`src/rtl/ctrl_bus_pkg.sv`:
```
// ctrl_bus_pkg: shared states, region tags and address decode for controlador_barramento
package ctrl_bus_pkg;
  localparam int REGION_W = 6;
  localparam int CNT_W = 4;
  typedef logic [1:0] state_t;
  localparam state_t IDLE = 2'd0;
  localparam state_t ACCESS = 2'd1;
  localparam state_t RESP = 2'd2;
  localparam logic [REGION_W-1:0] REG_0 = 6'h01;
  localparam logic [REGION_W-1:0] REG_1 = 6'h02;
  localparam logic [REGION_W-1:0] REG_2 = 6'h03;
  localparam logic [REGION_W-1:0] REG_3 = 6'h1F;
  function automatic logic [3:0] region_hit(input logic [REGION_W-1:0] r);
    return {r == REG_3, r == REG_2, r == REG_1, r == REG_0};
  endfunction
endpackage

```
`src/rtl/arbitro_rr.sv`:
```
// arbitro_rr: two-input round-robin arbiter; on contention the master other than last wins
module arbitro_rr (
  input  logic [1:0] req,
  input  logic       last,
  input  logic       en,
  output logic [1:0] gnt,
  output logic       last_nxt
);
  always_comb begin
    gnt = !en ? 2'b00 : (&req) ? (last ? 2'b01 : 2'b10) : req;
    last_nxt = (|gnt) ? gnt[1] : last;
  end
endmodule

```
`src/rtl/controlador_barramento.sv`:
```
// controlador_barramento: two-master bus controller with region decode and per-region wait states
// Define CTRL_BUS_PROTECT_EN to make region 3 read-only (writes return err).
module controlador_barramento
  import ctrl_bus_pkg::*;
#(
  parameter int DATA_W = 8,
  parameter int WAIT0 = 0,
  parameter int WAIT1 = 1,
  parameter int WAIT2 = 2,
  parameter int WAIT3 = 3
) (
  input  logic              clk,
  input  logic              rst,
  input  logic              req0,
  input  logic              req1,
  input  logic [15:0]       addr0,
  input  logic [15:0]       addr1,
  input  logic              we0,
  input  logic              we1,
  input  logic [DATA_W-1:0] wdata0,
  input  logic [DATA_W-1:0] wdata1,
  output logic              ack0,
  output logic              ack1,
  output logic              err0,
  output logic              err1,
  output logic [DATA_W-1:0] rdata,
  output logic [15:0]       bus_addr,
  output logic [DATA_W-1:0] bus_wdata,
  output logic              bus_we,
  output logic [3:0]        cs,
  input  logic [DATA_W-1:0] bus_rdata
);
  state_t state;
  logic [1:0] gnt;
  logic last, last_nxt, sel, err_q, w;
  logic [15:0] a;
  logic [DATA_W-1:0] wd;
  logic [3:0] hit, cs_sel;
  logic [CNT_W-1:0] cnt, wait_n;

  arbitro_rr u_arb (
    .req({req1, req0}),
    .last(last),
    .en(state == IDLE),
    .gnt(gnt),
    .last_nxt(last_nxt)
  );

  always_comb begin
    a = gnt[1] ? addr1 : addr0;
    w = gnt[1] ? we1 : we0;
    wd = gnt[1] ? wdata1 : wdata0;
`ifdef CTRL_BUS_PROTECT_EN
    hit = region_hit(a[15:10]) & {~w, 3'b111};
`else
    hit = region_hit(a[15:10]);
`endif
    wait_n = hit[0] ? CNT_W'(WAIT0) : hit[1] ? CNT_W'(WAIT1) :
             hit[2] ? CNT_W'(WAIT2) : hit[3] ? CNT_W'(WAIT3) : '0;
    cs = (state == ACCESS) ? cs_sel : 4'b0000;
    ack0 = (state == RESP) && !err_q && !sel;
    ack1 = (state == RESP) && !err_q && sel;
    err0 = (state == RESP) && err_q && !sel;
    err1 = (state == RESP) && err_q && sel;
  end

  always_ff @(posedge clk) begin
    if (rst) begin
      state <= IDLE;
      last <= 1'b1;
      sel <= 1'b0;
      err_q <= 1'b0;
      cs_sel <= '0;
      cnt <= '0;
      bus_addr <= '0;
      bus_wdata <= '0;
      bus_we <= 1'b0;
      rdata <= '0;
    end else begin
      last <= last_nxt;
      case (state)
        IDLE: if (|gnt) begin
          sel <= gnt[1];
          bus_addr <= a;
          bus_we <= w;
          bus_wdata <= wd;
          cs_sel <= hit;
          cnt <= wait_n;
          err_q <= ~|hit;
          state <= (|hit) ? ACCESS : RESP;
        end
        ACCESS: if (cnt == '0) begin
          if (!bus_we) rdata <= bus_rdata;
          state <= RESP;
        end else cnt <= cnt - 1'b1;
        default: state <= IDLE;
      endcase
    end
  end
endmodule

```
`config.mk`:
```
export PLATFORM = sky130hd
export DESIGN_NAME = controlador_barramento
export DESIGN_NICKNAME = d
export VERILOG_FILES = /design/src/rtl/ctrl_bus_pkg.sv /design/src/rtl/arbitro_rr.sv /design/src/rtl/controlador_barramento.sv
export SDC_FILE = /design/constraint.sdc
export NUM_CORES = 1
export LEC_CHECK = 0
export CORE_MARGIN = 1.5
export CORE_UTILIZATION = 44
export DETAILED_ROUTE_END_ITERATION = 12
export PLACE_DENSITY_LB_ADDON = 0.2
export SETUP_SLACK_MARGIN = 0.3
export SKIP_CTS_REPAIR_TIMING = 1
export SLEW_MARGIN = 20
export SYNTH_ARGS = -nofsm -noshare
export SYNTH_HDL_FRONTEND = slang
export SYNTH_SLANG_ARGS = --single-unit
```
`constraint.sdc`:
```
create_clock -name clk -period 3.1 [get_ports clk]
set_input_delay 0.465 -clock clk [delete_from_list [all_inputs] [get_ports clk]]
set_output_delay 0.465 -clock clk [all_outputs]
set_load 0.05 [all_outputs]
```
==> results.env <==
RUN_STATUS='completed'
FLOORPLAN.DIE_AREA_UM2=5420
HOLD_VIOLATIONS=0
SYNTH_FA_HA_AREA_SHARE_PCT=1.14
PORT_BUFFERS=102
FINALNONFILLERCELLS=426
DETAILEDPLACEMENTHPWL_UM=4390
FIN_TOTAL_PWR_mW=1.60
DRV.MAX_CAP_VIOLATION_COUNT=0
CP-START-KIND='flip-flop'
GP_CONGESTION=0.839
TRITONCTS='yes'
VDD_DROP_MAX_uV=276
CLKPWRFRAC_PCT=22.3
HOLDPATHSTAGES=2
SYN-MEAN-INSTANCE-AREA_UM2=8.35
FINAL_CELL_AREA_UM2=3340
GRT_MAX_DEGREE=49
DR.FIRST_ITER.DRC_COUNT=140
CLOCK-ROOT-BUFFER='sky130_fd_sc_hd__clkbuf_8'
DRTPASS1ITERATIONS=4
CRIT_ARRIVAL_NS=1.98
SYNTH.LARGEST_AREA_CELL='sky130_fd_sc_hd__dfxtp_1'
CELL_BY_CELL_LISTING_OF_THE_CRITICAL_PATH='nor2b_1, and2_1, clkdlybuf4s50_1'
IO_PINS=103
WORST_R2R_PATH_DEPTH=6
FINCLKSKEW_NS=0.0104
FLOORPLAN.CORE_AREA_UM2=4750
SYNTHESIS.AREA_UM2=2200
SHARE_OF_POWER_BURNED_IN_COMBINATIONAL_LOGIC_PCT=35.3
DRT-VIAS-PER-INSTANCE=5.49
FINAL_LAYOUT_SIZE_SUFFIX_GT1_SHARE_PCT=5.29
SYNTHSIMPLEGATEAREAFRAC_PCT=24.4
DRV_SLEW=0
CELLLEAKAGEPOWER_nW=1.24
SYNTHDISTINCTLIBCELLS=43
HOLDCRITPATHCLASS='flip-flop to flip-flop'
DOMINANT_COMBINATIONAL_CELL_FAMILY_BY_AREA_AFTER_SYNTHESIS='simple AND/OR/NAND/NOR gates'
POST-ROUTE-WORST-SETUP-SLACK_NS=0.654
POWER.SHARE.SEQUENTIAL_PCT=42.5
FMAXACHIEVABLE_GHz=0.409
GRT_FIRST_PASS_WIRELENGTH_UM=9540
SYNTHTOPCELLSBYAREA='sky130_fd_sc_hd__dfxtp_1, sky130_fd_sc_hd__o221ai_1, sky130_fd_sc_hd__nand2_1'
CRITICAL_PATH_CLASS='flip-flop to output port'
COUNT_OF_MAPPED_CELLS_OUT_OF_SYNTHESIS=263
DRC_ERRORS=0
CTS_MADE_BUFFERS=5
MAXSLEWHEADROOM_PCT=43.5
TOTAL_NUMBER_OF_PLACEMENT_ROWS=25
SKEW_PAIR_LATE_INSERTION_DELAY_NS=0.29
POWER_DENSITY_nW_PER_UM2=480
DETAILED_PLACE.AREA_UM2=3250
DIE_X_UM=73.6
NNETSFINAL=422
DETAILROUTE.VIA_COUNT=2339
FINAL-SETUP-VIOL-COUNT=0
TIMING.FINAL.CRIT_SHARE_PCT=78.9
REQUIRED_NS=2.63
CLKSLEWWORSTSETUPHOLDPATHS_NS=0.08
CTS.SINK_COUNT=46
ROUTEDWLPERCELL_UM=14.2
GRT_SETUP_UNREPAIRED='false'
CRIT_PATH_TOP_DELAY_CELL='sky130_fd_sc_hd__clkdlybuf4s50_1'
DP_WORST_SETUP_SLACK_NS=0.630
GROUTE.USAGE.OVERALL_PCT=22.6
DPL.CELL_COUNT=418
TIGHTESTPINTRANSITION_NS=0.848
POST-SYNTH-TOP-AREA-FRACTION_PCT=41.9
SYNTH_SEQUENTIAL_AREA_RATIO_PCT=41.9
DIE_H_UM=73.6
TIMING.SETUP.TNS_NS=0
INITIAL_CORE_UTIL_PCT=46.2
CTS-HTREE-LEVELS=2
MAPPEDNETLISTNETS=327
BUFS_ON_LONGEST_CLOCK_PATH=2
ANTENNA_FOUND_INITIAL=0
SYNTH-WARNING-COUNT=0
CRIT_FANOUT=5
CRITICAL_PATH.MAX_STAGE_DELAY_NS=0.79
SYNTH.MUX.AREA_FRACTION_PCT=3.65
DRTANTENNAVIOLNETS=0
ENDPOINT_KIND='output port'
YOSYS_REGISTER_BITS=46
SYNTH-COMPOUND-AREA-SHARE_PCT=23.4
SYNTH-XOR-AREA-SHARE_PCT=0.798
POWER.SWITCHING_mW=0.571
SWSHARE_PCT=35.6
AREA_GROWTH_PCT=52.1
FINALCRITICALPERIOD_NS=2.45
ANTENNADIODECOUNT=0
INTERNAL_POWER_mW=1.03
OVERALL_ROUTED_NET_LENGTH_UM=6040
FIRST_GLOBAL_VIAS=2057
GRT_OVERFLOW=0
[synthesized netlist by cell type, drive strengths merged]
cell type / instances
a211oi: 3
a21bo: 1
a21boi: 1
a21o: 1
a21oi: 23
a221o: 1
a221oi: 3
a311oi: 7
a31oi: 3
a41oi: 1
and2: 5
and3: 1
and4: 2
buf: 7
clkbuf: 13
dfxtp: 46
ha: 2
inv: 3
mux2i: 8
nand2: 40
nand2b: 2
nand3: 7
nand3b: 2
nand4b: 1
nor2: 27
nor2b: 3
nor3: 6
nor3b: 1
nor4: 4
nor4b: 3
o2111ai: 1
o21ai: 2
o221ai: 19
o2bb2ai: 2
o31ai: 2
o32ai: 1
or2: 2
or3: 2
or3b: 3
xor2: 2
[worst max-delay path: cells and delay by family (launching register included)]
kind	cells	cell delay [ns]
AND/OR/NAND/NOR	2	0.51
flip-flops	1	0.39
buffers and inverters	1	0.79
[layout make-up]
class                           count  area, um2
Clock buffer                        6       72.6
Clock inverter                      2       13.8
Fill cell                         404       1420
Inverter                            3       11.3
Multi-Input combinational cell    194       1180
Sequential cell                    46        921
Tap cell                           67       83.8
Timing Repair Buffer              108       1060
[cells in the final DEF, fill, tap and decap left out, drive strengths merged, types with 3 or more instances in the layout]
| master | n |
|---|---|
| clkdlybuf4s50 | 101 |
| nand3 | 7 |
| a211oi | 3 |
| nor4b | 3 |
| or3b | 3 |
| a21oi | 23 |
| buf | 7 |
| inv | 3 |
| clkbuf | 6 |
| a311oi | 7 |
| nor4 | 4 |
| dfxtp | 46 |
| a221oi | 3 |
| mux2i | 8 |
| nand2 | 40 |
| nor3 | 6 |
| and2 | 5 |
| nor2 | 27 |
| nor2b | 3 |
| a31oi | 3 |
| o221ai | 19 |
[through the flow]
stage | utilization (%) | hold slack [ns]
floorplan | - | 0.457
global placement | 68.4 | 0.437
global route | 70.2 | 0.470
detailed placement | 68.4 | 0.446
CTS | 70.2 | 0.455
finish | 70.2 | 0.456
[logic make-up after synthesis]
family | after synthesis
AND/OR/NAND/NOR | 111
AO/OA/AOI/OAI | 71
flip-flops | 46
buffers and inverters | 23
multiplexers | 8
XOR/XNOR | 2
adder cells (fa/ha/maj) | 2
[sequential cells by signal (all words and copies together), names as in the netlist]
signal / cells
bus_wdata: 8
bus_we: 1
rdata: 8
cs_sel: 4
err_q: 1
last: 1
sel: 1
state: 2
bus_addr: 16
cnt: 4
[routing by layer]
layer  share of wire (%)  wire length [um]  up-vias  track usage, %
met3                 6.8               409        8            6.04
met1                  43              2590     1079            28.6
li1                    -                 -     1162               -
met4                0.88                53        0            7.00
met2                  49              2980       90            37.5
met5                   0                 0        -               0
[worst paths after layout]
kind	from	to	slack, ns
worst max register to register	cnt[0]	rdata[2]	1.01
worst min-delay path	bus_wdata[0]	bus_wdata[0]	0.46
worst min register to register	bus_wdata[0]	bus_wdata[0]	0.46
worst max-delay path	state[0]	cs[1]	0.65
[power groups by stage]
stage | Sequential, mW | Combinational [mW] | Clock, mW
2_1_floorplan | 0.835 | 0.198 | 0
3_3_place_gp | 0.692 | 0.560 | 0
3_5_place_dp | 0.694 | 0.564 | 0
4_1_cts | 0.681 | 0.567 | 0.365
5_1_grt | 0.687 | 0.605 | 0.392
6_report | 0.681 | 0.565 | 0.357
No activity file was read; power rests on OpenSTA's default activity.
